## config.mk

```make
export PLATFORM = sky130hd
export DESIGN_NAME = mem_bus_arb
export DESIGN_NICKNAME = d
export VERILOG_FILES = /design/src/rtl/nes_bus_pkg.sv /design/src/rtl/oam_dma_engine.sv /design/src/rtl/mem_bus_arb.sv
export SDC_FILE = /design/constraint.sdc
export NUM_CORES = 1
export LEC_CHECK = 0
export ABC_AREA = 1
export CORE_MARGIN = 5
export CORE_UTILIZATION = 20
export CTS_CLUSTER_DIAMETER = 30
export DETAILED_ROUTE_END_ITERATION = 12
export PLACE_DENSITY = 0.95
export SYNTH_ARGS = -nofsm -noshare
export SYNTH_HDL_FRONTEND = slang
export SYNTH_SLANG_ARGS = --single-unit
```

## constraint.sdc

```tcl
create_clock -name clk -period 2.6 [get_ports clk]
set_input_delay 0.52 -clock clk [delete_from_list [all_inputs] [get_ports clk]]
set_output_delay 0.52 -clock clk [all_outputs]
set_load 0.005 [all_outputs]
```

## src/rtl/nes_bus_pkg.sv

```systemverilog
// Shared bus definitions for the NES memory-bus slice: widths, the OAM DMA
// register address and the arbiter state encoding.
package nes_bus_pkg;

    localparam int unsigned ADDR_W         = 16;
    localparam int unsigned DATA_W         = 8;
    localparam int unsigned SPRAM_AW       = 8;
    localparam int unsigned OAM_BYTES_MAX  = 256;

    localparam logic [ADDR_W-1:0] OAM_DMA_REG = 16'h4014;

    // Bus owner / DMA phase.
    typedef enum logic [1:0] {
        ST_CPU    = 2'd0,
        ST_SYS    = 2'd1,
        ST_DMA_RD = 2'd2,
        ST_DMA_WR = 2'd3
    } arb_state_t;

    // A CPU write to the DMA register starts an OAM transfer.
    function automatic logic is_dma_trigger(
        input logic              we,
        input logic [ADDR_W-1:0] addr,
        input logic [ADDR_W-1:0] reg_addr
    );
        return we && (addr == reg_addr);
    endfunction

endpackage

```

## src/rtl/oam_dma_engine.sv

```systemverilog
// OAM DMA engine: holds the source page and byte index, forms the memory
// read address and the sprite-RAM write port. Phase sequencing (read/write)
// is driven by the arbiter through load/advance.
// Only instantiated when MEM_BUS_ARB_OAM_DMA_EN is defined.
module oam_dma_engine
    import nes_bus_pkg::*;
#(
    parameter int unsigned OAM_BYTES = 256
) (
    input  logic                clk,
    input  logic                rst,
    input  logic                load,
    input  logic [DATA_W-1:0]   load_page,
    input  logic                advance,
    input  logic [DATA_W-1:0]   rd_data,
    output logic [ADDR_W-1:0]   dma_addr,
    output logic [SPRAM_AW-1:0] spram_addr,
    output logic [DATA_W-1:0]   spram_wdata,
    output logic                last
);

    localparam logic [SPRAM_AW-1:0] LAST_IDX = SPRAM_AW'(OAM_BYTES - 1);

    logic [DATA_W-1:0]   page;
    logic [SPRAM_AW-1:0] idx;

    // Page/index counters: load on trigger, step after each sprite write.
    always_ff @(posedge clk) begin
        if (rst) begin
            page <= '0;
            idx  <= '0;
        end else if (load) begin
            page <= load_page;
            idx  <= '0;
        end else if (advance) begin
            idx <= idx + SPRAM_AW'(1);
        end
    end

    assign dma_addr    = {page, idx};
    assign spram_addr  = idx;
    assign spram_wdata = rd_data;
    assign last        = (idx == LAST_IDX);

endmodule

```

## src/rtl/mem_bus_arb.sv

```systemverilog
// Memory bus arbiter: muxes the 6502 bus, the system controller (UART
// loader) bus and the OAM DMA engine onto the memory controller port.
// Optional feature macro: MEM_BUS_ARB_OAM_DMA_EN (OAM DMA engine present).
module mem_bus_arb
    import nes_bus_pkg::*;
#(
    parameter logic [15:0] DMA_REG_ADDR = OAM_DMA_REG,
    parameter int unsigned OAM_BYTES    = 256
) (
    input  logic        clk,
    input  logic        rst,
    input  logic        sys_req,
    output logic        sys_gnt,
    input  logic [15:0] sys_addr,
    input  logic [7:0]  sys_wdata,
    input  logic        sys_we,
    input  logic        sys_re,
    input  logic [15:0] cpu_addr,
    input  logic [7:0]  cpu_wdata,
    input  logic        cpu_we,
    input  logic        cpu_re,
    output logic        cpu_stall,
    output logic [15:0] mem_addr,
    output logic [7:0]  mem_wdata,
    output logic        mem_we,
    output logic        mem_re,
    input  logic [7:0]  mem_rdata,
    output logic [7:0]  spram_addr,
    output logic [7:0]  spram_wdata,
    output logic        spram_we,
    output logic        dma_busy
);

    arb_state_t state;
    arb_state_t state_nxt;

`ifdef MEM_BUS_ARB_OAM_DMA_EN
    logic        dma_trig;
    logic        dma_load;
    logic        dma_adv;
    logic        dma_last;
    logic [15:0] dma_addr;

    assign dma_trig = is_dma_trigger(cpu_we, cpu_addr, DMA_REG_ADDR);
    assign dma_load = (state == ST_CPU) && dma_trig;
    assign dma_adv  = (state == ST_DMA_WR);

    oam_dma_engine #(
        .OAM_BYTES (OAM_BYTES)
    ) u_dma (
        .clk         (clk),
        .rst         (rst),
        .load        (dma_load),
        .load_page   (cpu_wdata),
        .advance     (dma_adv),
        .rd_data     (mem_rdata),
        .dma_addr    (dma_addr),
        .spram_addr  (spram_addr),
        .spram_wdata (spram_wdata),
        .last        (dma_last)
    );
`else
    logic unused_cfg;

    assign unused_cfg  = ^{mem_rdata, DMA_REG_ADDR, OAM_BYTES};
    assign spram_addr  = '0;
    assign spram_wdata = '0;
`endif

    // State register.
    always_ff @(posedge clk) begin
        if (rst) begin
            state <= ST_CPU;
        end else begin
            state <= state_nxt;
        end
    end

    // Next-state: sys ownership follows sys_req; a DMA runs to completion.
    always_comb begin
        state_nxt = state;
        case (state)
            ST_CPU: begin
                if (sys_req) begin
                    state_nxt = ST_SYS;
                end
`ifdef MEM_BUS_ARB_OAM_DMA_EN
                // A trigger outranks a simultaneous sys_req; sys is served after.
                if (dma_trig) begin
                    state_nxt = ST_DMA_RD;
                end
`endif
            end
            ST_SYS: begin
                if (!sys_req) begin
                    state_nxt = ST_CPU;
                end
            end
`ifdef MEM_BUS_ARB_OAM_DMA_EN
            ST_DMA_RD: begin
                state_nxt = ST_DMA_WR;
            end
            ST_DMA_WR: begin
                if (dma_last) begin
                    state_nxt = sys_req ? ST_SYS : ST_CPU;
                end else begin
                    state_nxt = ST_DMA_RD;
                end
            end
`endif
            default: begin
                state_nxt = ST_CPU;
            end
        endcase
    end

    // Output mux and handshakes; rst forces all strobes and flags low at once.
    always_comb begin
        mem_addr  = cpu_addr;
        mem_wdata = cpu_wdata;
        mem_we    = cpu_we;
        mem_re    = cpu_re;
        sys_gnt   = 1'b0;
        cpu_stall = 1'b0;
        dma_busy  = 1'b0;
        spram_we  = 1'b0;
        case (state)
            ST_CPU: begin
            end
            ST_SYS: begin
                mem_addr  = sys_addr;
                mem_wdata = sys_wdata;
                mem_we    = sys_we;
                mem_re    = sys_re;
                sys_gnt   = 1'b1;
                cpu_stall = 1'b1;
            end
`ifdef MEM_BUS_ARB_OAM_DMA_EN
            ST_DMA_RD: begin
                mem_addr  = dma_addr;
                mem_wdata = '0;
                mem_we    = 1'b0;
                mem_re    = 1'b1;
                cpu_stall = 1'b1;
                dma_busy  = 1'b1;
            end
            ST_DMA_WR: begin
                mem_addr  = dma_addr;
                mem_wdata = '0;
                mem_we    = 1'b0;
                mem_re    = 1'b0;
                spram_we  = 1'b1;
                cpu_stall = 1'b1;
                dma_busy  = 1'b1;
            end
`endif
            default: begin
                mem_we    = 1'b0;
                mem_re    = 1'b0;
                cpu_stall = 1'b1;
            end
        endcase
        if (rst) begin
            mem_we    = 1'b0;
            mem_re    = 1'b0;
            spram_we  = 1'b0;
            sys_gnt   = 1'b0;
            cpu_stall = 1'b0;
            dma_busy  = 1'b0;
        end
    end

endmodule

```

# Word-level counts from Yosys, hierarchy flattened

Cells that the tools add are included.

Flip-flop bits (word level): 2
Latch bits: 0
RAM bits: 0
Memory bits (read-only): 0
Input port bits: 63
Output and inout bits: 46
Logic and storage cells: 19
Memories: 0

Add/sub/neg operators: 0
Multipliers: 0
Div/mod/pow operators: 0
$lt $le $gt $ge: 0
Equality and inequality tests: 3
Shift-type cells: 0
Multiplexer cells: 13
Bitwise logic cells: 0
Reduce and logical (&&, ||, !) cells: 2

Operators by type and width:

| kind                                                                   | count |
|---|---|
| 16-bit 2-to-1 mux                                                      | 1 |
| 8-bit 2-to-1 mux                                                       | 1 |
| 1-bit 2-to-1 mux                                                       | 6 |
| 2-bit 2-to-1 mux                                                       | 2 |
| 2-bit inequality test (second input constant)                          | 2 |
| 1-bit case mux with 2 select lines                                     | 2 |
| 2-bit case mux with 2 select lines                                     | 1 |
| 2-bit by 1-bit equality test with 1-bit output (second input constant) | 1 |
| 2-bit logical NOT                                                      | 1 |
| 2-bit AND reduction                                                    | 1 |

# Depth between registers and ports, before layout

Depth after elaboration: 3
Mapped depth: 4
Depth with buffers taken out: 4

# Worst setup path after synthesis

Ideal clock, no wire load.

Path kind: register to output
From: register state[0]
To: output port sys_gnt
Data arrival time: 0.835 ns
Path slack: 1.245 ns
Stages on the path, launching flop included: 5
Buffers on the path: 2
Cell sequence: dfxtp_1 > inv_2 > buf_2 > nor2_1 > buf_4

Cells in the longest elaborated chain, start to end: 3

RTL lines:

| what                                           | RTL line           | RTL |
|---|---|---|
| from (decl)                                    | mem_bus_arb.sv:34  | `arb_state_t state;` |
| from (signal assigned)                         | mem_bus_arb.sv:75  | `state <= state_nxt;` |
| 2-bit by 1-bit equality test with 1-bit output | mem_bus_arb.sv:127 | `case (state)` |
| 1-bit 2-to-1 mux                               | mem_bus_arb.sv:127 |  |
| 1-bit 2-to-1 mux                               | mem_bus_arb.sv:163 | `if (rst) begin` |
| to (decl)                                      | mem_bus_arb.sv:13  | `output logic sys_gnt,` |

No other way between the ends.

# Final worst setup path

From: input port sys_re
To: output port mem_re

Cells in the longest elaborated chain, start to end: 2

RTL lines:

| what                               | RTL line           | RTL |
|---|---|---|
| from (decl)                        | mem_bus_arb.sv:17  | `input logic sys_re,` |
| 1-bit case mux with 2 select lines | mem_bus_arb.sv:127 |  |
| 1-bit 2-to-1 mux                   | mem_bus_arb.sv:163 |  |
| to (decl)                          | mem_bus_arb.sv:26  | `output logic mem_re,` |

No other way between the ends.

==> impl_metrics.json <==
{
  "status": "complete, no violations",
  "path_class": "in2out",
  "post-synth-top-area-cell": "nand2_1",
  "areaGrowthSynthToFinish_pct": 139.9,
  "finalPower_mw": 0.2226,
  "utilization_pct": 51.04,
  "finalCritPeriodShare_pct": 85.72,
  "slowest_stage": "clkdlybuf4s50_1",
  "synthTopCellsByArea": "nand2_1 53%, buf_4 27%, buf_6 6.3%",
  "io_buffer_count": 82,
  "die_x_um": 61.81,
  "largest_reg_flops": 1,
  "hold-worst-slack_ns": 1.044,
  "p_per_area_mw_per_mm2": 172.9,
  "ir_drop_mv": 0.1353,
  "grt_pass1_wl_um": 2815,
  "routed_wl_um": 2157,
  "avgSynthCellArea_um2": 4.750,
  "pwr-share-comb_pct": 92.4,
  "min-delay-start": "sys_req",
  "placed_cells": 220,
  "fmax_mhz": 448.7,
  "io_pins": 109,
  "multi_input_area_um2": 375.4,
  "fillCellCount": 255,
  "netlist_area_um2": 536.8,
  "path_cells": "clkdlybuf4s50_1 > inv_1 > nand2_1 > nand2_1 > nor2_1 > clkdlybuf4s50_1",
  "core_area_mm2": 0.002522,
  "hp-class": "in2reg",
  "final_area_mm2": 0.001287,
  "drt-initial-drc-count": 23,
  "dp_hpwl_um": 1962,
  "routed_via_density": 3.891,
  "drive_gt1_share_pct": 1.579,
  "crit_required_ns": 2.08,
  "grt-ovfl-total": 0,
  "synth_top_area_share_pct": 53.15,
  "max_stage_delay_ns": 0.51,
  "leakage_nw": 0.6498,
  "start_util_pct": 21.28,
  "cts-resized-gates": 0,
  "yosys_warnings": 0,
  "fp.dieH_um": 61.81,
  "top_regs": "state: 1 flops",
  "ff_latch_area_um2": 20.02,
  "min_period_ns": 2.229,
  "diodes": 0,
  "end_kind": "output pin",
  "rsz0062_at_grt": "false",
  "place_congestion": 0.6770,
  "num_vias": 856,
  "grt_pass1_vias": 726,
  "grt_use_total_pct": 9.241,
  "max_cap_viol_count": 0,
  "antenna_found_initial": 0,
  "startpoint_type": "input pin",
  "internal-power_mw": 0.1575,
  "postCtsSetupBuffers": 0,
  "grt_max_degree": 26,
  "ys_seq_area_share_pct": 3.730,
  "hold_violations": 0,
  "slew_viol_final": 0,
  "row_count": 18,
  "top_register": "state",
  "wire_per_inst_um": 9.805,
  "holdPathStages": 3,
  "min_to": "state[0]",
  "arrival_ns": 1.71,
  "die-area_mm2": 0.003820,
  "synth_cell_types": 9,
  "finalWorstSetupSlack_ns": 0.3712,
  "cts.hold.buffers_added": 0,
  "layout.cells.non_filler": 220,
  "dpl_worst_slack_ns": 0.3787,
  "synthCells": 113,
  "drtAntennaViolNets": 0,
  "firstDrtPassIters": 2,
  "drc_errors": 0,
  "sw_frac_of_total_pct": 29.23,
  "p_clk_share_pct": 0,
  "layout.nets": 255,
  "pwr-share-seq_pct": 7.6,
  "placed_area_mm2": 0.001287,
  "p_switching_mw": 0.06508,
  "cts.clk_slew.worst_paths_ns": 0,
  "fin_setup_tns_ns": 0,
  "path_max_fanout": 1,
  "ys_ff_latch": 1,
  "setup_violations": 0
}
[how the worst max path moves through the flow]
stage	startpoint	end	slack, ns	cells after the start
finish	sys_re	mem_re	0.37	6
global route	rst	mem_re	0.34	5
CTS	sys_re	mem_re	0.38	6
detailed placement	sys_re	mem_re	0.38	6
global placement	sys_re	mem_re	0.40	6
floorplan	state[0]	sys_gnt	1.24	4
[synth_stat cells (all sizes together)]
| cell | instances |
|---|---|
| inv | 5 |
| dfxtp | 1 |
| nand2 | 76 |
| buf | 24 |
| nor2 | 6 |
| conb | 1 |
[logic make-up (layout without fill, tap and decap cells)]
| group | Yosys count | after routing | share of synthesized area, % |
|---|---|---|---|
| and+or+nand+nor | 82 | 82 | 57.34 |
| other | 1 | 18 | 0.6986 |
| DFF | 1 | 1 | 3.730 |
| buffers and inverters | 29 | 89 | 38.23 |
[layout make-up]
| type | instances | area share, % |
|---|---|---|
| timing repair buffer | 84 | 64.92 |
| inverter | 5 | 1.458 |
| tap | 30 | 2.915 |
| multi-input combinational | 100 | 29.15 |
| sequential | 1 | 1.555 |
[cell usage in the layout, fill, tap and decap left out]
cell type        Yosys  layout
buf_4               19       2
dfxtp_1              1       1
nor2_1               6       6
nand2_1             76      76
conb_1               1      18
inv_2                1       1
inv_1                4       4
clkdlybuf4s50_1      0      82
[layer usage]
metal	track usage, %	vias up	part of all wire [%]
li1	-	445	-
met1	6.732	352	28
met2	21.08	59	51
met3	4.752	0	21
met4	0	0	0
met5	0	-	0
[power by group through the flow]
| stage | Combinational, mW | Clock, mW | Sequential, mW |
|---|---|---|---|
| after floorplan | 0.0782 | 0 | 0.0171 |
| after global placement | 0.204 | 0 | 0.0169 |
| after detailed placement | 0.207 | 0 | 0.0169 |
| after CTS | 0.208 | 0 | 0.0169 |
| after global routing | 0.224 | 0 | 0.0169 |
| final | 0.206 | 0 | 0.0168 |
[critical path, delay by kind of cell]
kind	cells	cell delay, ns
buffers and inverters	3	1.01
AND/OR/NAND/NOR	3	0.19
No activity file was read; power rests on OpenSTA's default activity.
